### src/rtl/frame_stack_ctrl.sv
`default_nettype none
// ============================================================================
// Module      : frame_stack_ctrl
// Description : Call/return frame sequencer. Pushes the live 15-register
//               frame onto an internal LIFO on call and replays it on return.
// Revision    : 1.0  initial release
// ============================================================================
module frame_stack_ctrl #(
  parameter int FRAME_W = 240,
  parameter int DEPTH   = 8,
  parameter int PTR_W   = 3
) (
  input  logic               clk,
  input  logic               reset,
  input  logic               call_req,
  input  logic               ret_req,
  input  logic [FRAME_W-1:0] fc_from_rf,
  output logic [FRAME_W-1:0] fc_to_rf,
  output logic               restore,
  output logic               busy,
  output logic               done,
  output logic               err,
  output logic               full,
  output logic               empty,
  output logic [PTR_W:0]     depth
);

  typedef enum logic [2:0] {
    ST_IDLE    = 3'd0,
    ST_SAVE    = 3'd1,
    ST_LOAD    = 3'd2,
    ST_RESTORE = 3'd3,
    ST_ACK     = 3'd4
  } state_t;

  localparam logic [PTR_W:0]   C_DEPTH_ONE  = (PTR_W+1)'(1);
  localparam logic [PTR_W:0]   C_DEPTH_FULL = (PTR_W+1)'(DEPTH);
  localparam logic [PTR_W-1:0] C_IDX_ONE    = PTR_W'(1);

  state_t               state_q, state_d;
  logic [PTR_W:0]       depth_q, depth_d;
  logic [FRAME_W-1:0]   fc_to_rf_q, fc_to_rf_d;
  logic                 err_q, err_d;
  logic [PTR_W-1:0]     pop_idx;

  // Stack storage is deliberately left out of reset so it maps onto plain RAM.
  logic [FRAME_W-1:0]   stack_mem [DEPTH];

  // Top-of-stack slot; modulo-DEPTH arithmetic also covers depth == DEPTH.
  assign pop_idx = depth_q[PTR_W-1:0] - C_IDX_ONE;

  assign full  = (depth_q == C_DEPTH_FULL);
  assign empty = (depth_q == '0);

  always_comb begin
    state_d    = state_q;
    depth_d    = depth_q;
    fc_to_rf_d = fc_to_rf_q;
    err_d      = 1'b0;
    case (state_q)
      ST_IDLE: begin
        if (ret_req && !empty) begin
          state_d = ST_LOAD;
        end else if (ret_req) begin
          err_d = 1'b1;
        end else if (call_req && !full) begin
          state_d = ST_SAVE;
        end else if (call_req) begin
          err_d = 1'b1;
        end
      end
      ST_SAVE: begin
        depth_d = depth_q + C_DEPTH_ONE;
        state_d = ST_ACK;
      end
      ST_LOAD: begin
        depth_d    = depth_q - C_DEPTH_ONE;
        fc_to_rf_d = stack_mem[pop_idx];
        state_d    = ST_RESTORE;
      end
      ST_RESTORE: state_d = ST_ACK;
      ST_ACK:     state_d = ST_IDLE;
      default:    state_d = ST_IDLE;
    endcase
  end

  always_ff @(posedge clk or posedge reset) begin
    if (reset) begin
      state_q    <= ST_IDLE;
      depth_q    <= '0;
      fc_to_rf_q <= '0;
      err_q      <= 1'b0;
    end else begin
      state_q    <= state_d;
      depth_q    <= depth_d;
      fc_to_rf_q <= fc_to_rf_d;
      err_q      <= err_d;
    end
  end

  // The frame is captured at the SAVE exit edge, not when the request is seen.
  always_ff @(posedge clk) begin
    if (state_q == ST_SAVE) begin
      stack_mem[depth_q[PTR_W-1:0]] <= fc_from_rf;
    end
  end

  assign fc_to_rf = fc_to_rf_q;
  assign err      = err_q;
  assign depth    = depth_q;
  assign busy     = (state_q != ST_IDLE);
  assign restore  = (state_q == ST_RESTORE);
  assign done     = (state_q == ST_ACK);

endmodule
`default_nettype wire
### config.mk
export PLATFORM = sky130hd
export DESIGN_NAME = frame_stack_ctrl
export DESIGN_NICKNAME = d
export VERILOG_FILES = /design/src/rtl/frame_stack_ctrl.sv
export SDC_FILE = /design/constraint.sdc
export NUM_CORES = 2
export LEC_CHECK = 0
export ABC_CLOCK_PERIOD_IN_PS = 16400
export CAP_MARGIN = 15
export CORE_UTILIZATION = 59
export CTS_BUF_LIST = sky130_fd_sc_hd__clkbuf_8
export DETAILED_ROUTE_END_ITERATION = 7
export DONT_BUFFER_PORTS = 1
export PLACE_DENSITY = 0.78
export SLEW_MARGIN = 10
export SYNTH_ARGS = -nofsm -noshare
export SYNTH_HDL_FRONTEND = slang
export SYNTH_SLANG_ARGS = --single-unit
### constraint.sdc
create_clock -name clk -period 16.4 [get_ports clk]
set_input_delay 3.28 -clock clk [delete_from_list [all_inputs] [get_ports clk]]
set_output_delay 3.28 -clock clk [all_outputs]
set_load 0.03 [all_outputs]
==> results.md <==
* Hold Path Stages at 1
* Setup TNS at 0 ns
* Resize count post-CTS at 0
* Critical Path RT at around 13 ns
* Drt wl/cell at between 20 and 30 um
* Via-to-Cell Ratio at 6.22
* Yosys cell types at 30
* Synth Cell Area at 0.0822 mm2
* Worst min-delay path class: flip-flop to flip-flop
* Max stage delay on crit path at 0.92 ns
* Layout fillers at roughly 8900
* DRT iter0 DRCs at 3573
* Total power per unit cell area at 198 mW/mm2
* CP Capture Type: output port
* Startpoint types: flip-flop
* Yosys warns at 0
* Worst Skew at 0.0733 ns
* Number of synthesized flops with an enable pin at 1920
* CP Max Fanout at 8
* Post-synthesis adder-cell area fraction at 0.0304%
* Hold-fix buffers, CTS at 0
* Post-Syn Instances at around 4400
* Vias in the first global route at 42555
* Main combinational cell family by area after synthesis: multiplexers
* Final Hold Vio Count at 0
* Crit path max-delay family: simple AND/OR/NAND/NOR gates
* H-tree Lvls at 5
* Layout Utilization at between 60% and 70%
* Flop-to-flop setup slack at between 10 and 15 ns
* Layout Nets at 4803
* Initial core utilization at roughly three fifths
* Cell with the most instances after synthesis: edfxtp_1
* Reg2reg end: fc_to_rf[45]
* Arr. time, crit path at around 3.2 ns
* Port Buffers at 0
* Seq/Total Area, Yosys at 77.7%
* Compound-Gate Fraction of Synth Area at under 10%
* Global-route wire length before repair at 264000 um
* Setup Crit Path Kind: flip-flop to output port
* Tightest Pin Transition at roughly 1.3 ns
* Number of remaining DRC errors at 0
* Ys flop type: edfxtp_1
* # IOs at 494
* Synth top area cells: edfxtp_1 (70%), mux2_2 (12%), dfrtp_1 (7.5%)
* Detailed-route via count at 41189
* Initial antenna violation count at 3
* HPWL Detailed at 89400 um
* Gpl congestion at 0.751
* Share of cells above drive strength 1 at around 28%
* Drt first pass iters at 8
* Fin crit share at slightly below 40%
* Syn_area_per_cell at 18.6 um2
* Max-slew headroom at 13.1%
* Worst-path cell chain: inv_1 -> ha_4 -> nor3b_1
* WL final at 180000 um
* Synth Register Bits at around 2200
* Die ar. at 0.141 mm2
* Worst reg-to-reg path cell count at 8
* Max Root-Sink Buffers at 4
* Final slew viol count at 0
* Leakage at 30.3 nW
* Buf/Inv on CP at 1
* Yosys top cell by area: edfxtp_1
* Maximum clock frequency at 155 MHz
* CTS Root Cell: clkbuf_8
* Max Cap Viol at 0
* CTS tree: built
* RSZ-0062 raised after global routing: false
* Width of the chip at 375 um
* Clk sinks at between 2000 and 2500
* Syn nets at 4662
* Post-synthesis mux area share at a little over an eighth
* Postcts setup bufs at 0
* P&R area growth vs syn at 9.54%
* Row count at 136
* Tot GR Track Use at 25.2%
* Critical R2R Launch: depth[0]
* Min Clock Period, post-route at 6.47 ns
* CP max stage cell: nor3b_1
* Total power at around 18 mW
* Synth Area in Simple Gates at 1.34%
* Hold Crit Start: state_q[2]
* Endpoint with the worst hold slack: state_q[1]
* Placed Cells incl. Taps at roughly 6000
* Grt total ovfl at 0
* FFs w/ async S/R, synth at 11.4%
* Max rail drop VDD at 0.000696 V
* Core ar. at 0.138 mm2
* Setup violators final at 0
* Reg clk slew, reported paths at 0.06 ns
* ANT nets after route at 0
* Final instance count without filler cells at 6623
* Yosys top cell area share at between 70 and 80%
* Largest net degree at the start of global routing at 190
* Worst-skew pair later-pin latency at 1.00 ns
* Status: finished, final reports clean
* Post-Synth XOR/XNOR Area at less than 1%
* Synth top cells by count: edfxtp_1 (1920), mux2_2 (866), o22ai_1 (480)
* Die Y at approximately 380 um
* Num CTS Buffers at 348
sequential cells by signal, indices dropped and copies added (netlist names):
signal / cells
state_q: 3
depth: 4
stack_mem: 1920
fc_to_rf: 240
err: 1
cell usage in the layout (no fill, tap or decap), drive strengths merged:
master	netlist	layout
nand4	1	1
nand2b	3	3
o21ai	1	1
ha	2	2
edfxtp	1920	1920
inv	5	150
clkbuf	64	391
a21oi	5	5
clkinv	0	79
nand2	251	251
xor2	3	3
nor2	9	9
nor2b	4	4
nor3	4	4
xnor2	3	3
or3	2	2
dfrtp	248	248
a22oi	1	1
diode	0	1
nor3b	2	2
clkinvlp	0	3
and2	1	1
o22ai	480	480
buf	205	60
or4	1	1
bufinv	0	3
o31ai	240	240
mux2	960	960
nand3b	1	1
metal layers:
layer  global-route usage, %  routed length (um)  vias to the layer above
met5                       0                   0                        -
met4                    8.86                4840                        0
met3                    9.03               17700                      322
met2                    39.8               85300                     1665
met1                    32.5               72100                    21224
li1                        -                   -                    17978
how the worst max path moves through the flow:
stage | startpoint | to | slack (ns) | cells past startpoint
after floorplan | depth[0] | stack_mem[3][0] | 4.65 | 3
after global placement | reset | fc_to_rf[175] | 10.78 | 3
after detailed placement | reset | fc_to_rf[14] | 10.77 | 3
after CTS | depth[0] | empty | 9.83 | 3
after global routing | depth[0] | empty | 9.74 | 3
final | depth[0] | empty | 9.93 | 3
cell families after synthesis:
kind of cell / after synthesis
AOI/OAI and AO/OA: 727
xor gates and xnor gates: 6
adders and majority gates: 2
buffers and inverters: 274
DFF: 2168
muxes: 960
and+or+nand+nor: 279
per-stage QoR:
step | cell area [um2] | hold WS (ns) | setup WS, ns
3_3_place_gp | 83700 | 0.584 | 10.78
4_1_cts | 90100 | 0.607 | 9.83
5_1_grt | 90100 | 0.625 | 9.74
3_5_place_dp | 83700 | 0.594 | 10.77
6_report | 90100 | 0.615 | 9.93
2_1_floorplan | 82200 | 0.547 | 4.65
report_power, final:
group | switching [mW] | internal, mW | leakage, nW
logic | 3.33 | 2.52 | 6.11
clock network | 2.00 | 2.22 | 3.82
registers | 1.05 | 6.71 | 20.3
cell type report:
class	count	area (um2)	share of cell area [%]
repair buffers	60	588	0.653
flip-flops and latches	2168	63900	70.9
well taps	1794	2240	2.49
clock inverters	230	1000	1.12
diodes	1	2.50	0.00278
multi-input cells	1974	17000	18.8
inverters	5	26.3	0.0292
clock buffers	391	5380	5.97
(Power assumes the default switching activity.)
